<file path="src/rtl/serial_pattern_scan_ctrl_if.sv">
// ---------------------------------------------------------------------------
// serial_pattern_scan_ctrl_if
// Command/result bundle between a command source (master) and the serial
// pattern scan controller (slave).
//
//   start        master -> slave  start request, honoured only while idle
//   abort        master -> slave  cancel a running scan, blocks start in idle
//   frame_in     master -> slave  FRAME_W-bit frame, scanned MSB first
//   pat_in       master -> slave  pattern, pat_in[pat_len-1] matched first
//   pat_len      master -> slave  pattern length (0 = never match)
//   busy         slave -> master  scan in progress
//   done         slave -> master  one-cycle pulse after a complete scan
//   det_pulse    slave -> master  combinational match strobe
//   match_count  slave -> master  matches in the last or current scan
//   first_pos    slave -> master  bit index (0 = MSB) ending the first match
//   found        slave -> master  at least one match seen
// ---------------------------------------------------------------------------
interface serial_pattern_scan_ctrl_if #(
   parameter int FRAME_W = 16,
   parameter int PAT_W   = 8
);
   localparam int LEN_W = $clog2(PAT_W + 1);
   localparam int CNT_W = $clog2(FRAME_W + 1);
   localparam int POS_W = $clog2(FRAME_W);

   logic               start;
   logic               abort;
   logic [FRAME_W-1:0] frame_in;
   logic [PAT_W-1:0]   pat_in;
   logic [LEN_W-1:0]   pat_len;
   logic               busy;
   logic               done;
   logic               det_pulse;
   logic [CNT_W-1:0]   match_count;
   logic [POS_W-1:0]   first_pos;
   logic               found;

   modport master (
      output start, abort, frame_in, pat_in, pat_len,
      input  busy, done, det_pulse, match_count, first_pos, found
   );

   modport slave (
      input  start, abort, frame_in, pat_in, pat_len,
      output busy, done, det_pulse, match_count, first_pos, found
   );
endinterface

</file>
<file path="src/rtl/serial_pattern_scan_ctrl.sv">
// ---------------------------------------------------------------------------
// serial_pattern_scan_ctrl
// Loads a frame and a runtime pattern on start, then shifts the frame out
// MSB first, one bit per clock, through a non-overlapping exact-window Mealy
// matcher. Counts matches, records the first match position and pulses done
// after a complete scan.
//
//   clk    rising-edge clock
//   reset  synchronous, active-high reset
//   bus    slave side of serial_pattern_scan_ctrl_if (command in, results out)
// ---------------------------------------------------------------------------
module serial_pattern_scan_ctrl #(
   parameter int FRAME_W = 16,
   parameter int PAT_W   = 8
) (
   input  logic                        clk,
   input  logic                        reset,
   serial_pattern_scan_ctrl_if.slave   bus
);
   localparam int LEN_W = $clog2(PAT_W + 1);
   localparam int CNT_W = $clog2(FRAME_W + 1);
   localparam int POS_W = $clog2(FRAME_W);

   typedef enum logic [1:0] {
      S_IDLE,
      S_SHIFT,
      S_DONE
   } state_t;

   state_t             state, state_nxt;

   logic [FRAME_W-1:0] frame_q;     // shifts left; MSB is the current bit
   logic [PAT_W-1:0]   pat_q;
   logic [LEN_W-1:0]   len_q;
   logic [PAT_W-1:0]   hist_q;      // previously consumed bits, newest in bit 0
   logic [LEN_W-1:0]   since_q;     // bits consumed since the last counted match
   logic [POS_W-1:0]   idx_q;
   logic [CNT_W-1:0]   count_q;
   logic [POS_W-1:0]   first_q;
   logic               found_q;

   logic               accept;
   logic               last_bit;
   logic               cur_bit;
   logic [PAT_W-1:0]   window;
   logic [PAT_W-1:0]   mask;
   logic               match;

   assign accept   = (state == S_IDLE) && bus.start && !bus.abort;
   assign last_bit = (idx_q == POS_W'(FRAME_W - 1));
   assign cur_bit  = frame_q[FRAME_W-1];

   // Window of the most recent PAT_W bits including the current one; only
   // the low len_q bits take part in the comparison.
   assign window = (hist_q << 1) | PAT_W'(cur_bit);

   // NOTE: every signal driven in always_comb gets a default first so no
   // path leaves it unassigned, which would otherwise infer a latch.
   always_comb begin
      mask = '0;
      for (int k = 0; k < PAT_W; k++) begin
         mask[k] = (k < int'(len_q));
      end
   end

   // The since-counter forbids a match until len_q fresh bits have been
   // consumed after the previous match, so matched bits are never reused and
   // cleared history can never fake a match at the start of the frame.
   assign match = (state == S_SHIFT) && (len_q != '0) &&
                  (((window ^ pat_q) & mask) == '0) &&
                  (({1'b0, since_q} + 1'b1) >= {1'b0, len_q});

   // -------------------------------------------------------------------
   // State register
   // -------------------------------------------------------------------
   // NOTE: sequential state uses non-blocking assignments so every register
   // samples values from before the edge, independent of block ordering.
   always_ff @(posedge clk) begin
      if (reset) begin
         state <= S_IDLE;
      end else begin
         state <= state_nxt;
      end
   end

   // -------------------------------------------------------------------
   // Next-state logic
   // -------------------------------------------------------------------
   always_comb begin
      state_nxt = state;
      unique case (state)
         S_IDLE:  if (accept) state_nxt = S_SHIFT;
         S_SHIFT: begin
            if (bus.abort)     state_nxt = S_IDLE;
            else if (last_bit) state_nxt = S_DONE;
         end
         S_DONE:  state_nxt = S_IDLE;
         default: state_nxt = S_IDLE;
      endcase
   end

   // -------------------------------------------------------------------
   // Outputs
   // -------------------------------------------------------------------
   always_comb begin
      bus.busy      = 1'b0;
      bus.done      = 1'b0;
      bus.det_pulse = 1'b0;
      unique case (state)
         S_SHIFT: begin
            bus.busy      = 1'b1;
            bus.det_pulse = match;
         end
         S_DONE:  bus.done = 1'b1;
         default: ;
      endcase
   end

   assign bus.match_count = count_q;
   assign bus.first_pos   = first_q;
   assign bus.found       = found_q;

   // -------------------------------------------------------------------
   // Captured operands
   // -------------------------------------------------------------------
   // NOTE: frame, pattern and length are deliberately not reset: they are
   // always reloaded on the accept edge before the matcher looks at them.
   always_ff @(posedge clk) begin
      if (accept) begin
         frame_q <= bus.frame_in;
         pat_q   <= bus.pat_in;
         len_q   <= (bus.pat_len > LEN_W'(PAT_W)) ? LEN_W'(PAT_W) : bus.pat_len;
      end else if (state == S_SHIFT) begin
         frame_q <= frame_q << 1;
      end
   end

   // -------------------------------------------------------------------
   // Matcher state and results
   // -------------------------------------------------------------------
   always_ff @(posedge clk) begin
      if (reset) begin
         hist_q  <= '0;
         since_q <= '0;
         idx_q   <= '0;
         count_q <= '0;
         first_q <= '0;
         found_q <= 1'b0;
      end else if (accept) begin
         hist_q  <= '0;
         since_q <= '0;
         idx_q   <= '0;
         count_q <= '0;
         first_q <= '0;
         found_q <= 1'b0;
      end else if (state == S_SHIFT) begin
         // The current bit is evaluated even on an abort edge.
         hist_q <= window;
         idx_q  <= idx_q + 1'b1;
         if (match) begin
            since_q <= '0;
            count_q <= count_q + 1'b1;
            if (!found_q) begin
               first_q <= idx_q;
               found_q <= 1'b1;
            end
         end else if (since_q != LEN_W'(PAT_W)) begin
            since_q <= since_q + 1'b1;
         end
      end
   end
endmodule

</file>
<file path="src/flat_wrapper.sv">
// flat-port wrapper written by rule: the top's interface ports become plain ports
module serial_pattern_scan_ctrl_flat 
#(
   parameter int FRAME_W = 16,
   parameter int PAT_W   = 8
)
  (clk, reset, bus_start, bus_abort, bus_frame_in, bus_pat_in, bus_pat_len, bus_busy, bus_done, bus_det_pulse, bus_match_count, bus_first_pos, bus_found);
  serial_pattern_scan_ctrl_if #(.FRAME_W(FRAME_W), .PAT_W(PAT_W)) bus_i ();
  input  logic clk;
  input  logic reset;
  input wire logic [$bits(bus_i.start)-1:0] bus_start;
  input wire logic [$bits(bus_i.abort)-1:0] bus_abort;
  input wire logic [$bits(bus_i.frame_in)-1:0] bus_frame_in;
  input wire logic [$bits(bus_i.pat_in)-1:0] bus_pat_in;
  input wire logic [$bits(bus_i.pat_len)-1:0] bus_pat_len;
  output wire logic [$bits(bus_i.busy)-1:0] bus_busy;
  output wire logic [$bits(bus_i.done)-1:0] bus_done;
  output wire logic [$bits(bus_i.det_pulse)-1:0] bus_det_pulse;
  output wire logic [$bits(bus_i.match_count)-1:0] bus_match_count;
  output wire logic [$bits(bus_i.first_pos)-1:0] bus_first_pos;
  output wire logic [$bits(bus_i.found)-1:0] bus_found;
  assign bus_i.start = bus_start;
  assign bus_i.abort = bus_abort;
  assign bus_i.frame_in = bus_frame_in;
  assign bus_i.pat_in = bus_pat_in;
  assign bus_i.pat_len = bus_pat_len;
  assign bus_busy = bus_i.busy;
  assign bus_done = bus_i.done;
  assign bus_det_pulse = bus_i.det_pulse;
  assign bus_match_count = bus_i.match_count;
  assign bus_first_pos = bus_i.first_pos;
  assign bus_found = bus_i.found;
  serial_pattern_scan_ctrl #(.FRAME_W(FRAME_W), .PAT_W(PAT_W)) u_core (.clk(clk), .reset(reset), .bus(bus_i));
endmodule
</file>
<file path="config.mk">
export PLATFORM = sky130hd
export DESIGN_NAME = serial_pattern_scan_ctrl_flat
export DESIGN_NICKNAME = d
export VERILOG_FILES = /design/src/rtl/serial_pattern_scan_ctrl_if.sv /design/src/rtl/serial_pattern_scan_ctrl.sv /design/src/flat_wrapper.sv
export SDC_FILE = /design/constraint.sdc
export NUM_CORES = 1
export LEC_CHECK = 0
export CORE_ASPECT_RATIO = 0.8
export CORE_MARGIN = 1.5
export CORE_UTILIZATION = 35
export CTS_CLUSTER_DIAMETER = 100
export DETAILED_ROUTE_END_ITERATION = 6
export PLACE_DENSITY_LB_ADDON = 0.2
export SYNTH_ARGS = -nofsm -noshare
export SYNTH_HDL_FRONTEND = slang
export SYNTH_SLANG_ARGS = --single-unit
export TNS_END_PERCENT = 50
</file>
<file path="constraint.sdc">
create_clock -name clk -period 2.66 [get_ports clk]
set_input_delay 0.399 -clock clk [delete_from_list [all_inputs] [get_ports clk]]
set_output_delay 0.399 -clock clk [all_outputs]
set_load 0.02 [all_outputs]
</file>
==> reports/metrics.cfg, run 1 <==
[timing]
slew_headroom_pct=37.5
max_slew.worst_pin.slew_ns=0.934
tns_ns=0
fmax_mhz=403
finalCriticalPeriod_ns=2.48
hold_viol_final=0
finClkSkew_ns=0.00786
whs_ns=0.466
finalSetupViolCount=0
rsz0062_at_grt=no
finalCritPeriodShare_pct=93.3
drv_slew=0
setup_slack_ns=0.178

[clock_tree]
cts_root_buffer=clkbuf_8
clkTransAtPathRegs_ns=0.10
post_cts_buffers=0
tritoncts=built
insertion_delay_ns=0.31
max-clock-path-buffers=2
cts-htree-levels=2
cts_made_buffers=5
hold_buffers=0
clock_sinks=55

[yosys]
seq_area_frac_synth_pct=54.4
synth.ff_latch_count=55
synth_fa_ha_area_share_pct=3.94
synth_xor_area_share_pct=5.17
synthCells=220
netlist_area_um2=2540
synth_compound_area_share_pct=8.47
ys.warnings.count=0
synthDistinctLibCells=44
synth_top_family_by_area=simple AND/OR/NAND/NOR gates
synth_edf_count=28
synthMuxAreaShare_pct=9.80
synth.net_count=260
avgSynthCellArea_um2=11.5
ys_async_sr_fraction_pct=0
synth_flop_cell=edfxtp_1
synth-simple-area-share_pct=16.0

[route]
route.vias.total=1729
viasPerCell=4.84
wl_per_cell_um=13.8
drc_errors=0
drtIter0Drc=51
ant_nets=0
dr.pass1.iters=4
wirelength_mm=4.94

[worst_setup_path]
cp.arrival_ns=2.08
timing.critical_path.required_ns=2.26
cp-start-kind=flip-flop
rr_startpoint=u_core.since_q[0]
r2r-end=u_core.bus.first_pos[0]
crit_end=bus_det_pulse
crit_fanout=4
end_kind=output pin
r2r_slack_ns=0.33
critPathKind=flip-flop to output pin
worstSetupStartpoint=u_core.since_q[0]
worst_r2r_path_depth=8

[global_route]
grt_pass1_vias=1684
antenna_found_initial=0
grt_pass1_wl_mm=8.18
grt.total_usage_pct=13.5
grt_remaining_overflow=0
grt_start_max_net_pins=31

[finish]
num-fill-cells=660
drive_gt1_share_pct=15.6
area_delta_synth_final_pct=26.5
final_cell_mix=clkdlybuf4s50_1 (43), nand2_1 (34), edfxtp_1 (28), dfxtp_1 (27), mux2_2 (15)
final_common_cell=clkdlybuf4s50_1
nets=309
n_antenna_cell=0
ff_latch_area_um2=1380
multiInputGateArea_um2=1120

[job]
maxCapViolCount=0

[placement]
place_hpwl_mm=3.60
gp_congestion=0.805
post-place-ws_ns=0.0743
port_buffers=44

[power]
switchingPower_mw=0.387
swShare_pct=24.1
seqPwrFrac_pct=59.1
combPwrFrac_pct=11.1
ir_worst_vdd_mv=0.196
p_leak_nw=1.13
power.total_mw=1.60
power_density_nw_per_um2=499
p_int_mw=1.22
clockPowerShare_pct=29.8

[run_status]
status=complete, no violations

[floorplanning]
die_width_um=98.2
dieArea_um2=7780
io_pins=45
die_h_um=79.2
coreArea_um2=6960
start_util_pct=36.5
rows=27

[worst_hold_path]
min_path_type=flip-flop to flip-flop

[metrics by stage]
| stage | instances | area, µm² | util (%) |
|---|---|---|---|
| final | 357 | 3210 | 46.2 |
| after global routing | 357 | 3210 | 46.2 |
| after CTS | 357 | 3220 | 46.2 |
| after detailed placement | 349 | 3120 | 44.9 |
| after global placement | 349 | 3120 | 44.9 |
| after floorplan | 220 | 2540 | - |
[power groups by stage]
stage / logic, mW / clock network [mW] / registers [mW]
after global routing: 0.196 / 0.526 / 0.952
final: 0.178 / 0.478 / 0.947
after floorplan: 0.0979 / 0 / 0.962
after global placement: 0.177 / 0 / 0.966
after CTS: 0.181 / 0.496 / 0.948
after detailed placement: 0.179 / 0 / 0.967
[sequential cells by signal (all words and copies together), names as in the netlist]
| signal | cells |
|---|---|
| u_core.state | 2 |
| u_core.bus.first_pos | 4 |
| u_core.len_q | 4 |
| u_core.bus.match_count | 5 |
| u_core.since_q | 4 |
| u_core.bus.found | 1 |
| u_core.pat_q | 8 |
| u_core.frame_q | 16 |
| u_core.hist_q | 7 |
| u_core.idx_q | 4 |
[how the worst min path moves through the flow]
stage                                  from                      end  slack (ns)  cells past startpoint
finish              u_core.bus.first_pos[1]  u_core.bus.first_pos[1]        0.47                      2
global route        u_core.bus.first_pos[3]  u_core.bus.first_pos[3]        0.49                      2
CTS                 u_core.bus.first_pos[2]  u_core.bus.first_pos[2]        0.47                      2
detailed placement  u_core.bus.first_pos[2]  u_core.bus.first_pos[2]        0.46                      2
global placement    u_core.bus.first_pos[0]  u_core.bus.first_pos[0]        0.45                      2
floorplan                  u_core.hist_q[6]         u_core.hist_q[6]        0.45                      2
[kinds of logic after synthesis]
kind of cell    after synthesis
compound gates               28
xor+xnor                     15
fa+ha+maj                     8
buf+inv                      14
flops                        55
mux                          23
simple gates                 77
[per-layer routing]
layer / GRT usage [%] / part of all wire (%) / vias up
met2: 20.8 / 43 / 26
met3: 2.90 / 3.0 / 6
met1: 19.0 / 53 / 814
li1: - / - / 883
met5: 0 / 0 / -
met4: 4.65 / 1.3 / 0
[synth_stat cells, types with 2 or more instances]
| library cell | count | share of area [%] |
|---|---|---|
| ha_1 | 8 | 3.9 |
| xor2_1 | 7 | 2.4 |
| nand2_1 | 34 | 5.0 |
| or3_1 | 2 | 0.49 |
| o21a_1 | 2 | 0.59 |
| inv_1 | 6 | 0.89 |
| edfxtp_1 | 28 | 33 |
| nand3_1 | 4 | 0.79 |
| nor3_1 | 5 | 0.99 |
| buf_2 | 3 | 0.59 |
| xnor2_1 | 8 | 2.8 |
| nor2_1 | 10 | 1.5 |
| nor2b_1 | 4 | 0.99 |
| clkbuf_1 | 4 | 0.59 |
| mux2i_1 | 8 | 3.2 |
| and2_1 | 2 | 0.49 |
| mux2_2 | 15 | 6.7 |
| nand2b_1 | 2 | 0.49 |
| o21ai_0 | 4 | 0.79 |
| nand4_1 | 2 | 0.49 |
| nor4_1 | 4 | 0.99 |
| dfxtp_1 | 27 | 21 |
| a21oi_1 | 10 | 2.0 |
[worst max-delay path: stages (launching register included)]
cell and delay, ns:
dfxtp_1 0.41, inv_1 0.09, ha_1 0.32, ha_1 0.30
a211oi_2 0.07, o21a_1 0.21, nor3_4 0.19, clkbuf_2 0.19
[area by class of cell]
| type | count | area share [%] |
|---|---|---|
| Clock buffer | 5 | 2.14 |
| Clock inverter | 3 | 0.701 |
| Inverter | 6 | 0.701 |
| Multi-Input combinational cell | 151 | 34.7 |
| Sequential cell | 55 | 43.0 |
| Tap cell | 87 | 3.39 |
| Timing Repair Buffer | 50 | 15.3 |
[timing repair]
item	4_1_cts	5_1_grt
pin swaps	1	0
setup endpoints to repair	1	1
resized for setup	2	2
Power figures use the tool's default switching activity.
==> run 2: changes to the inputs <==
- CAP_MARGIN: unset -> 40
- clock period: 2.66 -> 2.4 ns (I/O delays scaled with it)
==> reports/metrics.cfg, run 2 (synthesis results as in run 1) <==
[run_status]
status=complete, no violations

[worst_setup_path]
worst_r2r_path_depth=8  ; unchanged
cp-start-kind=flip-flop
critPathMostFrequentCell=ha_1
r2r_slack_ns=0.18  ; -0.15 ns
r2r-end=u_core.bus.first_pos[1]
crit_fanout=4  ; unchanged
timing.critical_path.required_ns=2.04  ; -0.22 ns
crit_chain=ha_1, xor2_1, ha_1, a211oi_2, o21a_1, nor3_4, buf_6
cp.arrival_ns=1.91  ; -0.17 ns
rr_startpoint=u_core.since_q[0]
end_kind=output pin
critPathKind=flip-flop to output pin
slowest_stage=dfxtp_2
worst_path_largest_cell_delay_ns=0.35  ; -0.06 ns

[placement]
place_hpwl_mm=3.68  ; +2.4%
gp_congestion=0.796  ; -1.2%
post-place-ws_ns=-0.104  ; -0.178 ns
port_buffers=44  ; unchanged

[global_route]
grt_pass1_wl_mm=8.19  ; about the same
antenna_found_initial=0  ; unchanged
grt.total_usage_pct=13.3  ; -0.21 points
grt_start_max_net_pins=30  ; -3.2%
grt_pass1_vias=1694  ; +0.59%
grt_remaining_overflow=0  ; unchanged

[finish]
num-fill-cells=661  ; +0.15%
largest_register_ff_count=16  ; unchanged
area_delta_synth_final_pct=31.0
final_common_cell=clkdlybuf4s50_1
ff_latch_area_um2=1380  ; about the same
multiInputGateArea_um2=1140  ; +2.2%
n_antenna_cell=0  ; unchanged
top_register=u_core.frame_q
nets=319  ; +3.2%
top_regs=u_core.frame_q x16, u_core.pat_q x8, u_core.hist_q x7
final_cell_mix=clkdlybuf4s50_1 (43), nand2_1 (34), edfxtp_1 (28), dfxtp_1 (26)
drive_gt1_share_pct=19.6  ; +4.1 points

[clock_tree]
max-clock-path-buffers=2  ; unchanged
cts_root_buffer=clkbuf_8
clkTransAtPathRegs_ns=0.10  ; about the same
tritoncts=built
cts-htree-levels=2  ; unchanged
clock_sinks=55  ; unchanged
insertion_delay_ns=0.31  ; about the same
cts_made_buffers=5  ; unchanged

[timing]
hold_viol_final=0  ; unchanged
max_slew.worst_pin.slew_ns=0.447  ; -0.487 ns
finalCriticalPeriod_ns=2.27
finalSetupViolCount=0  ; unchanged
drv_slew=0  ; unchanged
setup_slack_ns=0.127  ; -0.0518 ns
fmax_mhz=440
rsz0062_at_grt=no
finClkSkew_ns=0.0125  ; +0.00467 ns
slew_headroom_pct=70.0  ; +32 points
finalCritPeriodShare_pct=94.7
tns_ns=0  ; unchanged

[route]
wirelength_mm=4.93  ; -0.24%
drc_errors=0  ; unchanged
ant_nets=0  ; unchanged
viasPerCell=4.72  ; -2.4%
drtIter0Drc=67  ; +31%
dr.pass1.iters=4  ; unchanged
route.vias.total=1734  ; +0.29%
wl_per_cell_um=13.4  ; -3.0%

[floorplanning]
die_h_um=79.2  ; unchanged
io_pins=45  ; unchanged
coreArea_um2=6960  ; unchanged
die_width_um=98.2  ; unchanged
start_util_pct=36.5  ; unchanged
dieArea_um2=7780  ; unchanged
rows=27  ; unchanged

[worst_hold_path]
min_path_cells=2  ; unchanged
min_path_type=flip-flop to flip-flop
hp-start=u_core.bus.first_pos[1]
hold_path_end=u_core.bus.first_pos[1]

[job]
maxCapViolCount=0  ; unchanged

[power]
p_leak_nw=1.18  ; +4.6%
power_density_nw_per_um2=540  ; +8.2%
ir_worst_vdd_mv=0.326  ; +66%

[run 2: worst max-delay path by stage]
stage,from,end,cells after the start
6_report,u_core.since_q[0],bus_det_pulse,7
3_3_place_gp,u_core.since_q[0],bus_det_pulse,7
2_1_floorplan,u_core.since_q[0],bus_det_pulse,6
3_5_place_dp,u_core.since_q[0],bus_det_pulse,7
5_1_grt,u_core.since_q[1],u_core.bus.first_pos[1],8
4_1_cts,u_core.since_q[0],bus_det_pulse,7
[run 2: critical path, delay by kind of cell (launching register included)]
kind | cells | cell delay, ns
DFF | 1 | 0.35
AOI/OAI and AO/OA | 2 | 0.46
and+or+nand+nor | 1 | 0.05
buffers and inverters | 1 | 0.14
xor gates and xnor gates | 1 | 0.16
adders and majority gates | 2 | 0.45
[run 2: cell type report]
cell class              instances  share of cell area, %
well taps                      87                   3.27
multi-input cells             151                   34.3
flip-flops and latches         55                   41.6
repair buffers                 60                   17.3
inverters                       6                  0.677
clock buffers                   5                   2.07
clock inverters                 3                  0.865
[run 2: through the flow]
stage          total power, mW  util, %  cell area (µm²)  hold slack [ns]  cells
6_report                  1.80     47.8             3330            0.466    367
5_1_grt                   1.89     47.8             3330            0.484    367
4_1_cts                   1.82     47.3             3290            0.472    367
3_5_place_dp              1.28     45.9             3200            0.457    359
3_3_place_gp              1.28     45.9             3200            0.453    359
2_1_floorplan             1.17        -             2540            0.432    220
[run 2: where the power goes]
part,leakage [nW],switching (mW),internal [mW]
logic,0.649,0.0954,0.118
registers,0.483,0.0171,1.03
clock network,0.0502,0.318,0.217
[run 2: repair_timing]
| action | 4_1_cts | 5_1_grt |
|---|---|---|
| gates resized for setup | 5 | 6 |
| hold buffers | 0 | 0 |
| pin swaps | 1 | 3 |
| endpoints found under the hold margin | 0 | 0 |
| endpoints found under the setup margin | 1 | 2 |
| buffers inserted | 0 | 0 |
[run 2: metal layers]
| metal | share of wire (%) | global-route usage (%) | wire, µm | vias to the layer above |
|---|---|---|---|---|
| met1 | 51 | 18.8 | 2520 | 808 |
| met2 | 45 | 20.7 | 2230 | 22 |
| met5 | 0 | 0 | 0 | - |
| met4 | 0.55 | 3.80 | 27 | 0 |
| met3 | 3.0 | 2.82 | 148 | 2 |
| li1 | - | - | - | 902 |
